**config.mk**
```make
export PLATFORM = sky130hd
export DESIGN_NAME = vga_timing_gen_flat
export DESIGN_NICKNAME = d
export VERILOG_FILES = /design/src/rtl/vga_timing_gen_if.sv /design/src/rtl/vga_timing_gen.sv /design/src/flat_wrapper.sv
export SDC_FILE = /design/constraint.sdc
export NUM_CORES = 1
export LEC_CHECK = 0
export CAP_MARGIN = 40
export CORE_UTILIZATION = 38
export CTS_BUF_LIST = sky130_fd_sc_hd__clkbuf_8 sky130_fd_sc_hd__clkbuf_16
export DETAILED_ROUTE_END_ITERATION = 12
export GPL_TIMING_DRIVEN = 0
export PLACE_DENSITY = 0.69
export SLEW_MARGIN = 10
export SYNTH_ARGS = -nofsm -noshare
export SYNTH_HDL_FRONTEND = slang
export SYNTH_SLANG_ARGS = --single-unit
```
**constraint.sdc**
```tcl
create_clock -name vga_clk -period 3.9 [get_ports vga_clk]
set_clock_uncertainty 0.2 [all_clocks]
set_input_delay 1.17 -clock vga_clk [delete_from_list [all_inputs] [get_ports vga_clk]]
set_output_delay 1.17 -clock vga_clk [all_outputs]
set_load 0.005 [all_outputs]
```
**src/rtl/vga_timing_gen_if.sv**
```systemverilog
// Raster timing bundle between the VGA timing generator and the pixel pipeline.
// The generator drives every signal (master); downstream stages only observe (slave).
interface vga_timing_gen_if;
    logic [9:0] DrawX;
    logic [9:0] DrawY;
    logic       blank;
    logic       hs;
    logic       vs;
    logic       line_start;
    logic       frame_start;
    logic [7:0] frame_count;

    modport master (
        output DrawX, DrawY, blank, hs, vs, line_start, frame_start, frame_count
    );

    modport slave (
        input  DrawX, DrawY, blank, hs, vs, line_start, frame_start, frame_count
    );
endinterface

```
**src/rtl/vga_timing_gen.sv**
```systemverilog
// VGA raster timing generator (640x480@60 Hz by default on a 25 MHz pixel clock).
// Horizontal/vertical counters feed the pixel pipeline directly; hs/vs pass through
// a short shift register so they line up with the pipeline's colour output.
module vga_timing_gen #(
    parameter int H_ACTIVE   = 640,
    parameter int H_FP       = 16,
    parameter int H_SYNC     = 96,
    parameter int H_BP       = 48,
    parameter int V_ACTIVE   = 480,
    parameter int V_FP       = 10,
    parameter int V_SYNC     = 2,
    parameter int V_BP       = 33,
    parameter int SYNC_DELAY = 1
) (
    input  logic             vga_clk,
    input  logic             reset_n,
    vga_timing_gen_if.master vga
);

    localparam int H_TOTAL = H_ACTIVE + H_FP + H_SYNC + H_BP;
    localparam int V_TOTAL = V_ACTIVE + V_FP + V_SYNC + V_BP;

    // All counter compares are done at 10 bits.
    localparam logic [9:0] H_LAST   = 10'(H_TOTAL - 1);
    localparam logic [9:0] V_LAST   = 10'(V_TOTAL - 1);
    localparam logic [9:0] H_ACT    = 10'(H_ACTIVE);
    localparam logic [9:0] V_ACT    = 10'(V_ACTIVE);
    localparam logic [9:0] HS_BEG   = 10'(H_ACTIVE + H_FP);
    localparam logic [9:0] HS_END   = 10'(H_ACTIVE + H_FP + H_SYNC);
    localparam logic [9:0] VS_BEG   = 10'(V_ACTIVE + V_FP);
    localparam logic [9:0] VS_END   = 10'(V_ACTIVE + V_FP + V_SYNC);

    // Timing totals must fit the 10-bit counters; the delay line is at most 4 deep.
    if ((H_TOTAL > 1024) || (V_TOTAL > 1024)) begin : g_bad_total
        $error("vga_timing_gen: H_TOTAL/V_TOTAL exceed 1024");
    end
    if ((SYNC_DELAY < 0) || (SYNC_DELAY > 4)) begin : g_bad_delay
        $error("vga_timing_gen: SYNC_DELAY must be 0..4");
    end

    logic [9:0] hc_q, hc_d;
    logic [9:0] vc_q, vc_d;
    logic [7:0] frame_count_q, frame_count_d;
    logic       line_end_s;
    logic       frame_end_s;
    logic       hs_raw_s;
    logic       vs_raw_s;

    // Next-state for the raster counters and the frame counter.
    always_comb begin
        hc_d          = hc_q;
        vc_d          = vc_q;
        frame_count_d = frame_count_q;
        line_end_s    = (hc_q == H_LAST);
        frame_end_s   = line_end_s && (vc_q == V_LAST);

        if (line_end_s) begin
            hc_d = 10'd0;
        end else begin
            hc_d = hc_q + 10'd1;
        end

        if (frame_end_s) begin
            vc_d          = 10'd0;
            frame_count_d = frame_count_q + 8'd1;
        end else if (line_end_s) begin
            vc_d = vc_q + 10'd1;
        end else begin
            vc_d = vc_q;
        end
    end

    // Counter registers; reset restarts the raster at (0,0).
    always_ff @(posedge vga_clk or negedge reset_n) begin
        if (!reset_n) begin
            hc_q          <= 10'd0;
            vc_q          <= 10'd0;
            frame_count_q <= 8'd0;
        end else begin
            hc_q          <= hc_d;
            vc_q          <= vc_d;
            frame_count_q <= frame_count_d;
        end
    end

    // Undelayed sync decode (active-low inside the sync windows).
    always_comb begin
        hs_raw_s = 1'b1;
        vs_raw_s = 1'b1;
        if ((hc_q >= HS_BEG) && (hc_q < HS_END)) begin
            hs_raw_s = 1'b0;
        end else begin
            hs_raw_s = 1'b1;
        end
        if ((vc_q >= VS_BEG) && (vc_q < VS_END)) begin
            vs_raw_s = 1'b0;
        end else begin
            vs_raw_s = 1'b1;
        end
    end

    assign vga.DrawX       = hc_q;
    assign vga.DrawY       = vc_q;
    assign vga.blank       = (hc_q < H_ACT) && (vc_q < V_ACT) && reset_n;
    assign vga.line_start  = (hc_q == 10'd0);
    assign vga.frame_start = (hc_q == 10'd0) && (vc_q == 10'd0);
    assign vga.frame_count = frame_count_q;

    if (SYNC_DELAY == 0) begin : g_no_delay
        assign vga.hs = hs_raw_s;
        assign vga.vs = vs_raw_s;
    end else begin : g_delay
        logic [SYNC_DELAY-1:0] hs_dly_q, hs_dly_d;
        logic [SYNC_DELAY-1:0] vs_dly_q, vs_dly_d;

        // Shift the raw syncs in at bit 0; the oldest stage drives the connector.
        always_comb begin
            hs_dly_d = SYNC_DELAY'({hs_dly_q, hs_raw_s});
            vs_dly_d = SYNC_DELAY'({vs_dly_q, vs_raw_s});
        end

        // Delay stages clear to deasserted so no partial pulse survives a reset.
        always_ff @(posedge vga_clk or negedge reset_n) begin
            if (!reset_n) begin
                hs_dly_q <= '1;
                vs_dly_q <= '1;
            end else begin
                hs_dly_q <= hs_dly_d;
                vs_dly_q <= vs_dly_d;
            end
        end

        assign vga.hs = hs_dly_q[SYNC_DELAY-1];
        assign vga.vs = vs_dly_q[SYNC_DELAY-1];
    end

endmodule

```
**src/flat_wrapper.sv**
```systemverilog
// flat-port wrapper written by rule: the top's interface ports become plain ports
module vga_timing_gen_flat 
#(
    parameter int H_ACTIVE   = 640,
    parameter int H_FP       = 16,
    parameter int H_SYNC     = 96,
    parameter int H_BP       = 48,
    parameter int V_ACTIVE   = 480,
    parameter int V_FP       = 10,
    parameter int V_SYNC     = 2,
    parameter int V_BP       = 33,
    parameter int SYNC_DELAY = 1
)
  (vga_clk, reset_n, vga_DrawX, vga_DrawY, vga_blank, vga_hs, vga_vs, vga_line_start, vga_frame_start, vga_frame_count);
  vga_timing_gen_if vga_i ();
  input  logic vga_clk;
  input  logic reset_n;
  output wire logic [$bits(vga_i.DrawX)-1:0] vga_DrawX;
  output wire logic [$bits(vga_i.DrawY)-1:0] vga_DrawY;
  output wire logic [$bits(vga_i.blank)-1:0] vga_blank;
  output wire logic [$bits(vga_i.hs)-1:0] vga_hs;
  output wire logic [$bits(vga_i.vs)-1:0] vga_vs;
  output wire logic [$bits(vga_i.line_start)-1:0] vga_line_start;
  output wire logic [$bits(vga_i.frame_start)-1:0] vga_frame_start;
  output wire logic [$bits(vga_i.frame_count)-1:0] vga_frame_count;
  assign vga_DrawX = vga_i.DrawX;
  assign vga_DrawY = vga_i.DrawY;
  assign vga_blank = vga_i.blank;
  assign vga_hs = vga_i.hs;
  assign vga_vs = vga_i.vs;
  assign vga_line_start = vga_i.line_start;
  assign vga_frame_start = vga_i.frame_start;
  assign vga_frame_count = vga_i.frame_count;
  vga_timing_gen #(.H_ACTIVE(H_ACTIVE), .H_FP(H_FP), .H_SYNC(H_SYNC), .H_BP(H_BP), .V_ACTIVE(V_ACTIVE), .V_FP(V_FP), .V_SYNC(V_SYNC), .V_BP(V_BP), .SYNC_DELAY(SYNC_DELAY)) u_core (.vga_clk(vga_clk), .reset_n(reset_n), .vga(vga_i));
endmodule
```
==> out/metrics.sh <==
WORST_HOLD_SLACK_NS=0.284
DIE_AREA_UM2=4300
HOLD_VIOL_FINAL=0
STATIC-LEAKAGE-POWER_uW=0.000913
MAXIMUM_NUMBER_OF_PINS_ON_ONE_NET_BEFORE_GLOBAL_ROUTE_REPAIR=32
DIE-WIDTH_UM=65.6
MAX_CAPACITANCE_VIOLATION_COUNT=0
ENDPOINT_KIND='output port'
CTS_BUFFERS=5
GRT_PASS1_WL_MM=5.55
INSERTEDDIODECOUNT=0
H-TREE-DEPTH=2
WORSTPATHMAXFANOUT=9
POST-SYNTH-TOP-AREA-FRACTION_PCT=45.6
CP_PEAK_STAGE_DELAY_NS=0.58
COUNT_OF_CELL_TYPES_IN_THE_NETLIST=34
MAX-CLOCK-PATH-BUFFERS=2
ANTENNA_VIOLATIONS_BEFORE_REPAIR=0
TIMING.SLEW.HEADROOM_PCT=44.1
FINALNETCOUNT=195
SYNTH_SEQ_AREA_SHARE_PCT=49.0
CRIT_CHAIN='or4_1 -> nor4_2 -> and4_1 -> clkdlybuf4s50_1'
TRITONCTS_NUM_SINKS=30
CLOCK_INSERTION_DELAY_WORST_SKEW_NS=0.27
VIA_DENSITY_PER_INSTANCE=5.34
FMAX_MHz=267
TIMING.RR.END='u_core.vga.DrawX[9]'
CTSROOTBUFFERMASTER='clkbuf_8'
POSTSYNTHCELLCOUNT=147
CRITPATHREQUIREDTIME_NS=2.53
WORST_R2R_STARTPOINT='u_core.vga.DrawX[0]'
DRT-INITIAL-DRC-COUNT=57
INITIAL_CORE_UTIL_PCT=40.7
MIN_TO='u_core.vga.frame_count[7]'
POWER.SHARE.COMBINATIONAL_PCT=1.5
WORST-R2R-CELL-COUNT=5
CTS.REPORTEDPATHS.CLKPINSLEW_NS=0.06
MIN_PERIOD_OVER_PERIOD_PCT=96.1
SETUP_VIOL_COUNT_FINAL=0
YOSYS_REG_BITS=30
STATUS='finished, final reports clean'
DRIVE_ABOVE_1_SHARE_PCT=10.1
ROUTE.FINAL.WIRE_LENGTH_MM=3.29
FINAL_CELL_MIX='33 x clkdlybuf4s50_1, 28 x dfrtp_1, 14 x nand3_1'
FINALMAXSLEWVIOLATIONS=0
DRTPASS1ITERATIONS=4
GRT_OVERFLOW=0
LAYOUT_MIN_CYCLE_TIME_NS=3.75
GP_CONGESTION=0.805
SYNTH_TO_FINAL_AREA_CHANGE_PCT=31.5
TRITONCTS='done'
PATH_CLASS='register to output port'
FILLER_CELL_COUNT=351
ROWS=22
REG2REG_SETUP_SLACK_NS=1.54
TOP_LEVEL_PORTS=35
DRC_ERRORS=0
POWER.SWITCHING_uW=110
ANT_NETS_AFTER_ROUTE=0
POWER.IR.VDD_WORST_V=0.000195
ORIGIN_OF_THE_WORST_MIN_DELAY_PATH='u_core.vga.frame_count[7]'
Y_DIMENSION_OF_THE_DIE_UM=65.6
SYNTH_TOP_AREA_CELLS='dfrtp_1 46%, xor2_1 5.7%, xnor2_1 5.1%'
SEQUENTIALPOWERSHARE_PCT=57.5
CRIT_PATH_START_KIND='register'
NUMPORTBUFFERS=34
POWER.SHARE.CLOCK_PCT=41.0
VIA_COUNT_OF_THE_FIRST_GLOBAL_ROUTING_PASS=1235
SYN-MEAN-INSTANCE-AREA_UM2=10.5
NETSWITCHINGFRACTION_PCT=20.3
SYNTHESIS.NETS=154
GRT_SETUP_UNREPAIRED='false'
CP_TOP_FAMILY='simple AND/OR/NAND/NOR gates'
WORSTPATHARRIVAL_NS=2.38
MIN_DELAY_PATH_DEPTH=1
WORSTHOLDPATHTYPE='register to register'
NUMBER_OF_WARNING_MESSAGES_IN_THE_YOSYS_LOG=0
ROUTE.DETAILED.WL_PER_INST_UM=13.9
FINAL_AREA_UM2=2020
YOSYS.AREA.TOP_TYPE='dfrtp_1'
TIMING.CRITICAL_PATH.BUF_INV=1
WORSTMARGINPINSLEW_NS=0.832
AREA_OF_THE_MAPPED_NETLIST_UM2=1540
DPL_CELL_AREA_UM2=1930
POWER_REPORT.INTERNAL_TOTAL_uW=432
DR_VIAS=1265
CORE_AREA_UM2=3770
WORST_PATH_MAX_DELAY_CELL='or4_1'
GRT_USE_TOTAL_PCT=17.2
POST-ROUTE-UTIL_PCT=53.6
FINAL_COMMON_CELL='clkdlybuf4s50_1'
HPWLAFTERDP_MM=2.41
POWER_PER_CELL_AREA_nW_PER_UM2=268
## worst max path at each step
stage | start | to | cells past startpoint | slack (ns)
floorplan | u_core.vga.DrawX[4] | vga_frame_start | 3 | 0.96
global placement | reset_n | vga_blank | 3 | -0.91
finish | u_core.vga.DrawX[4] | vga_frame_start | 4 | 0.15
CTS | u_core.vga.DrawX[4] | vga_frame_start | 4 | 0.06
global route | u_core.vga.DrawX[4] | vga_frame_start | 4 | 0.05
detailed placement | reset_n | vga_blank | 3 | -0.02
## area by class of cell
class                           instances  area, um2  area share (%)
Sequential cell                        30        753            37.3
Buffer                                  3       15.0           0.743
Clock inverter                          3       11.3           0.557
Multi-Input combinational cell        106        744            36.8
Clock buffer                            5       68.8            3.41
Inverter                                8       30.0            1.49
Tap cell                               48       60.1            2.97
Timing Repair Buffer                   34        338            16.7
## Yosys cell counts, drive strengths merged
cell type	instances
nor3	4
nand4bb	1
nand4	5
mux2	1
nand2b	1
nand3	15
nor4	5
nor2b	3
a21boi	1
o31ai	2
a22o	1
or3	1
buf	3
or2	1
ha	5
or4	4
dfrtp	28
o221ai	1
nor4b	1
nand2	7
and4	2
xor2	10
and4b	1
and3	4
mux2i	1
nor2	13
xnor2	9
dfstp	2
inv	8
o21ai	5
and2	2
## sequential cells by signal, summed over array words and instances (netlist names)
| name | flops |
|---|---|
| u_core.vga.hs | 1 |
| u_core.vga.DrawX | 10 |
| u_core.vga.vs | 1 |
| u_core.vga.frame_count | 8 |
| u_core.vga.DrawY | 10 |
## power groups by stage
stage	sequential, uW	combinational, uW	clock [uW]
floorplan	317	0.489	0
global placement	317	8.54	0
detailed placement	317	8.24	0
CTS	311	8.58	231
global route	311	9.50	244
finish	312	7.94	222
## stage by stage
stage / instances / setup WS, ns / setup TNS [ns] / power, uW
after floorplan: 147 / 0.961 / 0 / 318
after global placement: 229 / -0.907 / -0.907 / 326
after CTS: 237 / 0.0621 / 0 / 551
final: 237 / 0.151 / 0 / 542
after detailed placement: 229 / -0.0176 / -0.0176 / 325
after global routing: 237 / 0.0510 / 0 / 565
## worst register-to-register path, delay by kind of cell (launching register included)
family                     cells  cell delay (ns)
adders and majority gates      1             0.28
DFF                            1             0.43
AOI/OAI and AO/OA              2             0.47
and+or+nand+nor                2             0.87
## cells by family after synthesis
family          synth area share, %
buf+inv                        2.93
fa+ha+maj                      4.07
compound gates                 4.23
flops                          49.0
mux                            1.38
xor+xnor                       10.8
simple gates                   27.5
## per-layer routing
metal | share of wire, % | vias up | GRT usage (%)
met4 | 0.82 | 0 | 5.71
met5 | 0 | - | 0
li1 | - | 604 | -
met2 | 49 | 38 | 29.6
met1 | 45 | 620 | 20.7
met3 | 4.6 | 3 | 4.51
## what timing repair did
action,4_1_cts,5_1_grt
buffers inserted,0,0
endpoints found under the hold margin,0,0
resized for setup,1,1
hold buffers,0,0
setup endpoints to repair,1,1
Power figures use the tool's default switching activity.
